File: src/rtl/ray_scanner_if.sv
// Handshake and result bus between the board register / move logic and the ray scanner.
interface ray_scanner_if #(
    parameter int BOARD_DIM = 8,
    parameter int PIECE_W   = 4
);
    localparam int POS_W  = $clog2(BOARD_DIM * BOARD_DIM);
    localparam int DIST_W = $clog2(BOARD_DIM);

    logic                                   start;
    logic                                   mode;
    logic [2:0]                             direction;
    logic [POS_W-1:0]                       currentPosition;
    logic [BOARD_DIM*BOARD_DIM*PIECE_W-1:0] bigBoard;
    logic                                   busy;
    logic                                   done;
    logic                                   found;
    logic [POS_W-1:0]                       nearestPosition;
    logic [PIECE_W-1:0]                     nearestPiece;
    logic [DIST_W-1:0]                      distance;

    modport master (
        output start, mode, direction, currentPosition, bigBoard,
        input  busy, done, found, nearestPosition, nearestPiece, distance
    );

    modport slave (
        input  start, mode, direction, currentPosition, bigBoard,
        output busy, done, found, nearestPosition, nearestPiece, distance
    );
endinterface

File: src/rtl/ray_scanner.sv
// Sequential line-of-sight scanner: walks one square per clock from an origin
// in a ray or knight direction and reports the nearest occupied square.
module ray_scanner #(
    parameter int BOARD_DIM = 8,
    parameter int PIECE_W   = 4,
    parameter int POS_W     = $clog2(BOARD_DIM * BOARD_DIM),
    parameter int DIST_W    = $clog2(BOARD_DIM)
) (
    input  logic         clk,
    input  logic         reset,
    ray_scanner_if.slave bus
);
    localparam int NSQ  = BOARD_DIM * BOARD_DIM;
    localparam int RC_W = DIST_W + 2;
    localparam logic signed [RC_W-1:0] DIM_S = RC_W'(BOARD_DIM);

    typedef enum logic [1:0] {IDLE, STEP, FINISH} state_t;

    state_t                   state;
    logic                     mode_q;
    logic [2:0]               dir_q;
    logic [DIST_W-1:0]        row_q;
    logic [DIST_W-1:0]        col_q;
    logic [DIST_W-1:0]        count_q;
    logic [PIECE_W-1:0]       board_q [NSQ];

    logic signed [2:0]        d_row;
    logic signed [2:0]        d_col;
    logic signed [RC_W-1:0]   cand_row;
    logic signed [RC_W-1:0]   cand_col;
    logic                     on_board;
    logic [POS_W-1:0]         cur_idx;
    logic [POS_W-1:0]         cand_idx;
    logic [PIECE_W-1:0]       cand_piece;
    logic                     accept;

    assign accept = bus.start && (state != STEP);

    // Decode the latched direction into a (row, col) step for the latched mode
    always_comb begin
        d_row = '0;
        d_col = '0;
        if (mode_q) begin
            case (dir_q)
                3'd0: begin d_row = -3'sd1; d_col = -3'sd2; end
                3'd1: begin d_row = -3'sd2; d_col = -3'sd1; end
                3'd2: begin d_row = -3'sd2; d_col =  3'sd1; end
                3'd3: begin d_row = -3'sd1; d_col =  3'sd2; end
                3'd4: begin d_row =  3'sd1; d_col =  3'sd2; end
                3'd5: begin d_row =  3'sd2; d_col =  3'sd1; end
                3'd6: begin d_row =  3'sd2; d_col = -3'sd1; end
                default: begin d_row = 3'sd1; d_col = -3'sd2; end
            endcase
        end else begin
            case (dir_q)
                3'd0: begin d_row = -3'sd1; d_col =  3'sd0; end
                3'd1: begin d_row = -3'sd1; d_col =  3'sd1; end
                3'd2: begin d_row =  3'sd0; d_col =  3'sd1; end
                3'd3: begin d_row =  3'sd1; d_col =  3'sd1; end
                3'd4: begin d_row =  3'sd1; d_col =  3'sd0; end
                3'd5: begin d_row =  3'sd1; d_col = -3'sd1; end
                3'd6: begin d_row =  3'sd0; d_col = -3'sd1; end
                default: begin d_row = -3'sd1; d_col = -3'sd1; end
            endcase
        end
    end

    // Candidate square with independent row/col bounds so an edge never wraps to the next row
    always_comb begin
        cand_row   = $signed({2'b00, row_q}) + RC_W'(d_row);
        cand_col   = $signed({2'b00, col_q}) + RC_W'(d_col);
        on_board   = !cand_row[RC_W-1] && (cand_row < DIM_S) &&
                     !cand_col[RC_W-1] && (cand_col < DIM_S);
        cur_idx    = POS_W'(row_q) * POS_W'(BOARD_DIM) + POS_W'(col_q);
        cand_idx   = '0;
        if (on_board) begin
            cand_idx = POS_W'(cand_row[DIST_W-1:0]) * POS_W'(BOARD_DIM) +
                       POS_W'(cand_col[DIST_W-1:0]);
        end
        cand_piece = board_q[cand_idx];
    end

    // Snapshot of the board taken when a scan is accepted
    always_ff @(posedge clk) begin
        if (accept) begin
            for (int unsigned s = 0; s < NSQ; s++) begin
                board_q[s] <= bus.bigBoard[s*PIECE_W +: PIECE_W];
            end
        end
    end

    // Scan control FSM with registered handshake and result outputs
    always_ff @(posedge clk) begin
        if (reset) begin
            state               <= IDLE;
            mode_q              <= 1'b0;
            dir_q               <= '0;
            row_q               <= '0;
            col_q               <= '0;
            count_q             <= '0;
            bus.busy            <= 1'b0;
            bus.done            <= 1'b0;
            bus.found           <= 1'b0;
            bus.nearestPosition <= '0;
            bus.nearestPiece    <= '0;
            bus.distance        <= '0;
        end else begin
            case (state)
                STEP: begin
                    if (!on_board) begin
                        bus.found           <= 1'b0;
                        bus.nearestPosition <= cur_idx;
                        bus.nearestPiece    <= '0;
                        bus.distance        <= count_q;
                        bus.busy            <= 1'b0;
                        bus.done            <= 1'b1;
                        state               <= FINISH;
                    end else if (cand_piece != '0) begin
                        bus.found           <= 1'b1;
                        bus.nearestPosition <= cand_idx;
                        bus.nearestPiece    <= cand_piece;
                        bus.distance        <= count_q + 1'b1;
                        bus.busy            <= 1'b0;
                        bus.done            <= 1'b1;
                        state               <= FINISH;
                    end else if (mode_q) begin
                        bus.found           <= 1'b0;
                        bus.nearestPosition <= cand_idx;
                        bus.nearestPiece    <= '0;
                        bus.distance        <= DIST_W'(1);
                        bus.busy            <= 1'b0;
                        bus.done            <= 1'b1;
                        state               <= FINISH;
                    end else begin
                        row_q   <= cand_row[DIST_W-1:0];
                        col_q   <= cand_col[DIST_W-1:0];
                        count_q <= count_q + 1'b1;
                    end
                end
                default: begin
                    // IDLE and FINISH both accept a new request
                    bus.done <= 1'b0;
                    if (bus.start) begin
                        mode_q   <= bus.mode;
                        dir_q    <= bus.direction;
                        row_q    <= DIST_W'(bus.currentPosition / POS_W'(BOARD_DIM));
                        col_q    <= DIST_W'(bus.currentPosition % POS_W'(BOARD_DIM));
                        count_q  <= '0;
                        bus.busy <= 1'b1;
                        state    <= STEP;
                    end else begin
                        state    <= IDLE;
                    end
                end
            endcase
        end
    end
endmodule

File: src/flat_wrapper.sv
// flat-port wrapper written by rule: the top's interface ports become plain ports
module ray_scanner_flat 
#(
    parameter int BOARD_DIM = 8,
    parameter int PIECE_W   = 4,
    parameter int POS_W     = $clog2(BOARD_DIM * BOARD_DIM),
    parameter int DIST_W    = $clog2(BOARD_DIM)
)
  (clk, reset, bus_start, bus_mode, bus_direction, bus_currentPosition, bus_bigBoard, bus_busy, bus_done, bus_found, bus_nearestPosition, bus_nearestPiece, bus_distance);
  ray_scanner_if #(.BOARD_DIM(BOARD_DIM), .PIECE_W(PIECE_W)) bus_i ();
  input  logic clk;
  input  logic reset;
  input wire logic [$bits(bus_i.start)-1:0] bus_start;
  input wire logic [$bits(bus_i.mode)-1:0] bus_mode;
  input wire logic [$bits(bus_i.direction)-1:0] bus_direction;
  input wire logic [$bits(bus_i.currentPosition)-1:0] bus_currentPosition;
  input wire logic [$bits(bus_i.bigBoard)-1:0] bus_bigBoard;
  output wire logic [$bits(bus_i.busy)-1:0] bus_busy;
  output wire logic [$bits(bus_i.done)-1:0] bus_done;
  output wire logic [$bits(bus_i.found)-1:0] bus_found;
  output wire logic [$bits(bus_i.nearestPosition)-1:0] bus_nearestPosition;
  output wire logic [$bits(bus_i.nearestPiece)-1:0] bus_nearestPiece;
  output wire logic [$bits(bus_i.distance)-1:0] bus_distance;
  assign bus_i.start = bus_start;
  assign bus_i.mode = bus_mode;
  assign bus_i.direction = bus_direction;
  assign bus_i.currentPosition = bus_currentPosition;
  assign bus_i.bigBoard = bus_bigBoard;
  assign bus_busy = bus_i.busy;
  assign bus_done = bus_i.done;
  assign bus_found = bus_i.found;
  assign bus_nearestPosition = bus_i.nearestPosition;
  assign bus_nearestPiece = bus_i.nearestPiece;
  assign bus_distance = bus_i.distance;
  ray_scanner #(.BOARD_DIM(BOARD_DIM), .PIECE_W(PIECE_W), .POS_W(POS_W), .DIST_W(DIST_W)) u_core (.clk(clk), .reset(reset), .bus(bus_i));
endmodule
File: config.mk
export PLATFORM = sky130hd
export DESIGN_NAME = ray_scanner_flat
export DESIGN_NICKNAME = d
export VERILOG_FILES = /design/src/rtl/ray_scanner_if.sv /design/src/rtl/ray_scanner.sv /design/src/flat_wrapper.sv
export SDC_FILE = /design/constraint.sdc
export NUM_CORES = 1
export LEC_CHECK = 0
export CORE_MARGIN = 8
export CORE_UTILIZATION = 30
export DETAILED_ROUTE_END_ITERATION = 8
export GPL_TIMING_DRIVEN = 0
export PLACE_DENSITY_LB_ADDON = 0.05
export SLEW_MARGIN = 20
export SYNTH_ARGS = -nofsm -noshare
export SYNTH_HDL_FRONTEND = slang
export SYNTH_SLANG_ARGS = --single-unit
File: constraint.sdc
create_clock -name clk -period 14.7 [get_ports clk]
set_clock_uncertainty 0.2 [all_clocks]
set_input_delay 4.41 -clock clk [delete_from_list [all_inputs] [get_ports clk]]
set_output_delay 4.41 -clock clk [all_outputs]
set_load 0.02 [all_outputs]
==> results of run 1 <==
routing by layer:
| metal | vias to the layer above | GRT usage |
|---|---|---|
| met1 | 3854 | 0.209 |
| met4 | 10 | 0.0676 |
| met3 | 74 | 0.0524 |
| met2 | 241 | 0.280 |
| li1 | 3672 | - |
| met5 | - | 0 |
layout by cell type (no fill, tap or decap), types with 18 or more instances in the layout:
| cell | synthesis | final |
|---|---|---|
| dfxtp_1 | 31 | 31 |
| o21ai_0 | 31 | 31 |
| buf_2 | 18 | 18 |
| nor2_1 | 29 | 29 |
| nand2_1 | 79 | 79 |
| a21oi_1 | 22 | 22 |
| clkbuf_1 | 20 | 29 |
| mux4_2 | 35 | 35 |
| edfxtp_1 | 256 | 256 |
| clkbuf_16 | 0 | 37 |
| clkdlybuf4s50_1 | 0 | 284 |
| mux2i_1 | 23 | 23 |
logic make-up (layout without fill, tap and decap cells):
family | count (synthesis) | in the layout | share of synthesized area
DFF | 287 | 287 | 0.694
xor gates and xnor gates | 5 | 5 | 0.00523
AOI/OAI and AO/OA | 142 | 142 | 0.0868
buffers and inverters | 63 | 416 | 0.0235
muxes | 69 | 69 | 0.102
other | 0 | 2 | 0
and+or+nand+nor | 178 | 178 | 0.0695
adders and majority gates | 17 | 17 | 0.0190
area by class of cell:
type | count | area [sq um] | share of cell area
repair buffers | 289 | 2970 | 0.178
multi-input cells | 411 | 3390 | 0.202
inverters | 18 | 67.6 | 0.00404
clock inverters | 17 | 158 | 0.00942
clock buffers | 47 | 963 | 0.0576
well taps | 525 | 657 | 0.0393
flip-flops and latches | 287 | 8310 | 0.496
plain buffers | 45 | 218 | 0.0130
diodes | 2 | 5.00 | 0.000299
report_power, final:
group          internal (mW)  switching, mW
registers              0.946         0.0133
logic                  0.206          0.291
clock network          0.514          0.339
worst min-delay path: stages, from the launching register on:
cell and delay [ns]:
dfxtp_1 0.31, nand2_1 0.05, o2bb2ai_1 0.06
state kept, by name (all words and copies together), names as in the netlist:
name	count
u_core.col_q	3
u_core.bus.done	1
u_core.bus.busy	1
u_core.board_q	256
u_core.bus.distance	3
u_core.state	2
u_core.bus.nearestPosition	6
u_core.mode_q	1
u_core.bus.nearestPiece	4
u_core.dir_q	3
u_core.row_q	3
u_core.count_q	3
u_core.bus.found	1
worst paths after layout:
path / endpoint / from / cells after the start / slack [ns]
max: u_core.col_q[2] / u_core.dir_q[1] / 18 / 8.00
min: u_core.bus.nearestPosition[1] / u_core.bus.nearestPosition[1] / 2 / 0.26
max reg2reg: u_core.col_q[2] / u_core.dir_q[1] / 18 / 8.00
min reg2reg: u_core.bus.nearestPosition[1] / u_core.bus.nearestPosition[1] / 2 / 0.26
==> flow_metrics.py, run 1 <==
metrics = {
    "timing": {
        "finalCriticalPeriod_ns": 6.70,
        "worst_pin_slew_ns": 0.882,
        "hold_violations": 0,
        "fin_hold_ws_ns": 0.262,
        "setup_viol": 0,
        "setup_tns_ns": 0,
        "timing.final.ws_setup_ns": 8.00,
        "post-route-period-util": 0.456,
        "relSlewSlack": 0.412,
        "max_freq_mhz": 149,
        "grt_setup_unrepaired": "false",
        "slew_violations": 0,
    },
    "clock_tree": {
        "cts_sinks": 287,
        "htree_num_levels": 2,
        "cts.path.max_buffers": 3,
        "cts_root_buf": "clkbuf_16",
        "clk_latency_ns": 0.53,
        "post_cts_buffers": 0,
        "cts_made_buffers": 36,
        "post_cts_resized": 0,
        "cts_hold_buffers": 0,
        "clk_pin_slew_worst_paths_ns": 0.06,
        "cts_tree": "done",
    },
    "yosys": {
        "synth_commonest_cells": "edfxtp_1, nand2_1, mux4_2",
        "synthTopCellsByArea": "edfxtp_1, mux4_2, dfxtp_1, nand2_1, mux2i_1",
        "synthCells": 761,
        "synth_edf_count": 256,
        "yosysMostFrequentCell": "edfxtp_1",
        "syn-cell-area_sq_um": 12000,
        "async_flop_share": 0,
        "yosys.area.top_type": "edfxtp_1",
        "synthFlopType": "edfxtp_1",
        "ys_seq_elements": 287,
        "syn_avg_cell_area_sq_um": 15.7,
        "synth_top_area_frac": 0.642,
        "yosys_warnings": 0,
        "synthDistinctLibCells": 71,
        "yosysSeqAreaShare": 0.694,
        "syn_nets": 1047,
    },
    "critical_path": {
        "timing.critical_path.buf_inv": 6,
        "crit_slowest_cell": "buf_1",
        "critPathLaunchType": "flip-flop",
        "critPathKind": "reg2reg",
        "cp_slowest_stage_delay_ns": 0.70,
        "critPathTopFamily": "buffers and inverters",
        "required_ns": 14.92,
        "critPathCaptureType": "flip-flop",
        "path_cells": "inv_1 -> ha_1 -> mux2_2 -> o211ai_1 -> o21ba_2 -> inv_1 -> fa_1 -> buf_2 -> buf_1 -> buf_2 -> clkbuf_1 -> a211oi_1 -> o21ai_0 -> a31oi_1 -> nor3_1 -> and4bb_4 -> a31oi_1 -> mux2_2",
        "cp_max_fo": 10,
        "crit_arrival_ns": 6.92,
    },
    "die": {
        "start_util": 0.303,
        "fp.dieH_um": 216,
        "pin_count": 285,
        "dieArea_sq_um": 46500,
        "design.core.area_sq_um": 39500,
        "die_w_um": 216,
        "rows": 73,
    },
    "routing": {
        "antenna_left": 0,
        "met3_length_mm": 2.78,
        "drt_iter0_markers": 472,
        "wirelength_mm": 40.5,
        "dr.pass1.iters": 5,
        "num_vias": 7851,
        "wirelength_met1_mm": 16.9,
        "drc_errors": 0,
        "via_per_inst": 4.78,
        "highest_layer": "met5",
        "wl_met2_mm": 19.4,
        "wl_per_cell_um": 24.7,
    },
    "global_routing": {
        "grt_antenna_before_repair": 9,
        "grtUsageTotal": 0.171,
        "grt_max_degree": 54,
        "gr-total-overflow": 0,
        "grt_pass1_vias": 8619,
        "grt_pass1_wl_mm": 58.3,
    },
    "cells_and_area": {
        "drive_above_1_share": 0.120,
        "syn2layout_area_growth_pct": 39.8,
        "post-route-util": 0.423,
        "fill_cells": 3642,
        "instances_no_fill": 1641,
        "design_area_sq_um": 16700,
        "fin_nets": 1374,
    },
    "place": {
        "dpl_cell_area_sq_um": 15600,
        "dpl_worst_slack_ns": 7.63,
        "dp.cells": 1575,
        "port_buffers": 284,
        "gp_congestion": 0.781,
        "dpl.hpwl_mm": 30.2,
    },
    "run_status": {
        "status": "completed",
    },
    "power_and_ir_drop": {
        "vdd_drop_max_v": 0.0000619,
        "power_density_nw_per_um2": 138,
        "power_leakage_nw": 5.79,
        "finalPower_mw": 2.31,
    },
    "flow_run": {
        "maxCapViolCount": 0,
    },
    "hold_path": {
        "hold_path_class": "reg2reg",
    },
}
Note: power is estimated with default switching activity, not from simulation.
==> run 2: changes to the inputs <==
==> constraint.sdc (replaced) <==
create_clock -name clk -period 6.05 [get_ports clk]
set_clock_uncertainty 0.2 [all_clocks]
set_input_delay 1.815 -clock clk [delete_from_list [all_inputs] [get_ports clk]]
set_output_delay 1.815 -clock clk [all_outputs]
set_load 0.02 [all_outputs]
==> run 2 against run 1 <==
Power is 140% higher. Combinational power increased by 140%. Register-to-register slack got worse by 7.7 ns. Fmax grew 16%. Worst setup slack got worse by 7.7 ns. Critical path depth is the same. Wire length about the same. First-iteration DRC count decreased by 10%.
==> flow_metrics.py, run 2 (synthesis gave the netlist of run 1 again) <==
metrics = {
    "timing": {
        "setup_viol": 0,
        "post-route-period-util": 0.956,
        "slew_violations": 0,
        "relSlewSlack": 0.448,
        "max_freq_mhz": 173,
        "grt_setup_unrepaired": "false",
        "finalCriticalPeriod_ns": 5.79,
        "worst_pin_slew_ns": 0.828,
        "timing.final.ws_setup_ns": 0.263,
        "setup_tns_ns": 0,
        "hold_violations": 0,
    },
    "die": {
        "dieArea_sq_um": 46500,
        "start_util": 0.303,
        "rows": 73,
        "design.core.area_sq_um": 39500,
        "die_w_um": 216,
        "pin_count": 285,
        "fp.dieH_um": 216,
    },
    "clock_tree": {
        "cts_hold_buffers": 0,
        "cts_made_buffers": 35,
        "htree_num_levels": 2,
        "cts.path.max_buffers": 3,
        "clk_pin_slew_worst_paths_ns": 0.06,
        "cts_sinks": 287,
        "cts_root_buf": "clkbuf_16",
        "clk_latency_ns": 0.55,
        "cts_tree": "done",
    },
    "critical_path": {
        "crit_arrival_ns": 6.00,
        "path_cells": "inv_1 -> ha_1 -> mux2_2 -> o211ai_1 -> o21ba_2 -> inv_1 -> fa_1 -> xor2_4 -> buf_4 -> mux4_1 -> mux2i_1 -> o21ai_0 -> a2111oi_0 -> a31oi_1 -> o211ai_1 -> and4bb_4 -> a311oi_4 -> a221o_1",
        "cp_slowest_stage_delay_ns": 0.59,
        "required_ns": 6.26,
        "critPathTopFamily": "compound AO/OA/AOI/OAI gates",
        "critPathKind": "reg2reg",
        "cp_max_fo": 7,
        "crit_slowest_cell": "fa_1",
        "critPathCaptureType": "flip-flop",
        "timing.critical_path.buf_inv": 3,
        "critPathLaunchType": "flip-flop",
    },
    "routing": {
        "dr.pass1.iters": 4,
        "wirelength_mm": 40.4,
        "num_vias": 7927,
        "drt_iter0_markers": 423,
        "drc_errors": 0,
        "wl_per_cell_um": 24.7,
        "antenna_left": 0,
        "via_per_inst": 4.85,
    },
    "global_routing": {
        "use_met3": 0.0523,
        "grt_pass1_wl_mm": 58.8,
        "grt_antenna_before_repair": 7,
        "use_met1": 0.213,
        "grt_pass1_vias": 8579,
        "gr-total-overflow": 0,
        "met2_usage": 0.287,
        "grt_busiest_layer": "met2",
        "grt_max_degree": 139,
        "grtUsageTotal": 0.172,
    },
    "power_and_ir_drop": {
        "vdd_drop_max_v": 0.000154,
        "finalPower_mw": 5.62,
        "power_density_nw_per_um2": 336,
        "power_leakage_nw": 5.78,
    },
    "place": {
        "gp_congestion": 0.800,
        "dp.cells": 1571,
        "dpl.hpwl_mm": 29.8,
        "port_buffers": 284,
        "dpl_worst_slack_ns": -0.559,
    },
    "hold_path": {
        "hold_path_class": "reg2reg",
    },
    "cells_and_area": {
        "largest_register": "u_core.board_q",
        "drive_above_1_share": 0.125,
        "diodes": 0,
        "fin_nets": 1370,
        "final_cell_mix": "clkdlybuf4s50_1, edfxtp_1, nand2_1",
        "largest_register_ffs": 256,
        "instances_no_fill": 1635,
        "top_regs": "u_core.board_q (256), u_core.bus.nearestPosition (6), u_core.bus.nearestPiece (4)",
        "mostFrequentLayoutCell": "clkdlybuf4s50_1",
        "syn2layout_area_growth_pct": 39.6,
        "post-route-util": 0.422,
    },
    "run_status": {
        "status": "completed",
    },
    "flow_run": {
        "maxCapViolCount": 0,
    },
}
-- run 2: through the flow --
| stage | instance area, sq um | hold slack [ns] |
|---|---|---|
| final | 16700 | 0.260 |
| after global routing | 16700 | 0.277 |
| after CTS | 16700 | 0.263 |
| after detailed placement | 15500 | 0.255 |
| after global placement | 15500 | 0.256 |
| after floorplan | 12000 | 0.270 |
-- run 2: layer usage --
layer / part of all wire / wire, um
met4: 0.021 / 864
met5: 0.0019 / 77
met2: 0.49 / 19900
met3: 0.067 / 2700
met1: 0.42 / 16900
-- run 2: worst register-to-register path, cell delays in order, from the launching register on --
cell and delay, ns:
dfxtp_1 0.39, inv_1 0.12, ha_1 0.24, mux2_2 0.29, o211ai_1 0.22, o21ba_2 0.18
inv_1 0.06, fa_1 0.59, xor2_4 0.29, buf_4 0.24, mux4_1 0.60, mux2i_1 0.36
o21ai_0 0.14, a2111oi_0 0.42, a31oi_1 0.12, o211ai_1 0.25, and4bb_4 0.39, a311oi_4 0.16
a221o_1 0.40
-- run 2: cell type report --
cell class                      count  area [sq um]
Timing Repair Buffer              286          2880
Fill cell                        3677         22800
Clock buffer                       46           948
Clock inverter                     17           178
Inverter                           18          67.6
Multi-Input combinational cell    411          3420
Sequential cell                   287          8310
Buffer                             45           246
Tap cell                          525           657
-- run 2: path summary, 6_finish.rpt --
path / start / endpoint / slack [ns] / cells past startpoint
setup / recovery: u_core.dir_q[0] / u_core.col_q[1] / 0.26 / 18
hold / removal: u_core.bus.nearestPosition[5] / u_core.bus.nearestPosition[5] / 0.26 / 2
setup reg to reg: u_core.dir_q[0] / u_core.col_q[1] / 0.26 / 18
hold reg to reg: u_core.bus.nearestPosition[5] / u_core.bus.nearestPosition[5] / 0.26 / 2
-- run 2: timing repair --
action / 4_1_cts / 5_1_grt
resized for setup: 4 / 11
buffers inserted: 1 / 0
pin swaps: 1 / 0
endpoints found under the setup margin: 27 / 23
endpoints found under the hold margin: 0 / 0
-- run 2: power by group --
group	leakage, nW	internal [mW]	total, mW	switching [mW]
Sequential	2.72	2.30	2.33	0.0332
Clock	0.552	1.24	2.07	0.829
Combinational	2.50	0.505	1.22	0.713
Total	5.78	4.04	5.62	1.57
==> run 3: changes to the inputs <==
--- a/config.mk
+++ b/config.mk
@@ -5,6 +5,7 @@
 export SDC_FILE = /design/constraint.sdc
 export NUM_CORES = 1
 export LEC_CHECK = 0
+export CAP_MARGIN = 10
 export CORE_MARGIN = 8
 export CORE_UTILIZATION = 30
 export DETAILED_ROUTE_END_ITERATION = 8
==> results of run 3 <==
No change in the layout: final DEF, timing and power equal those of run 2.
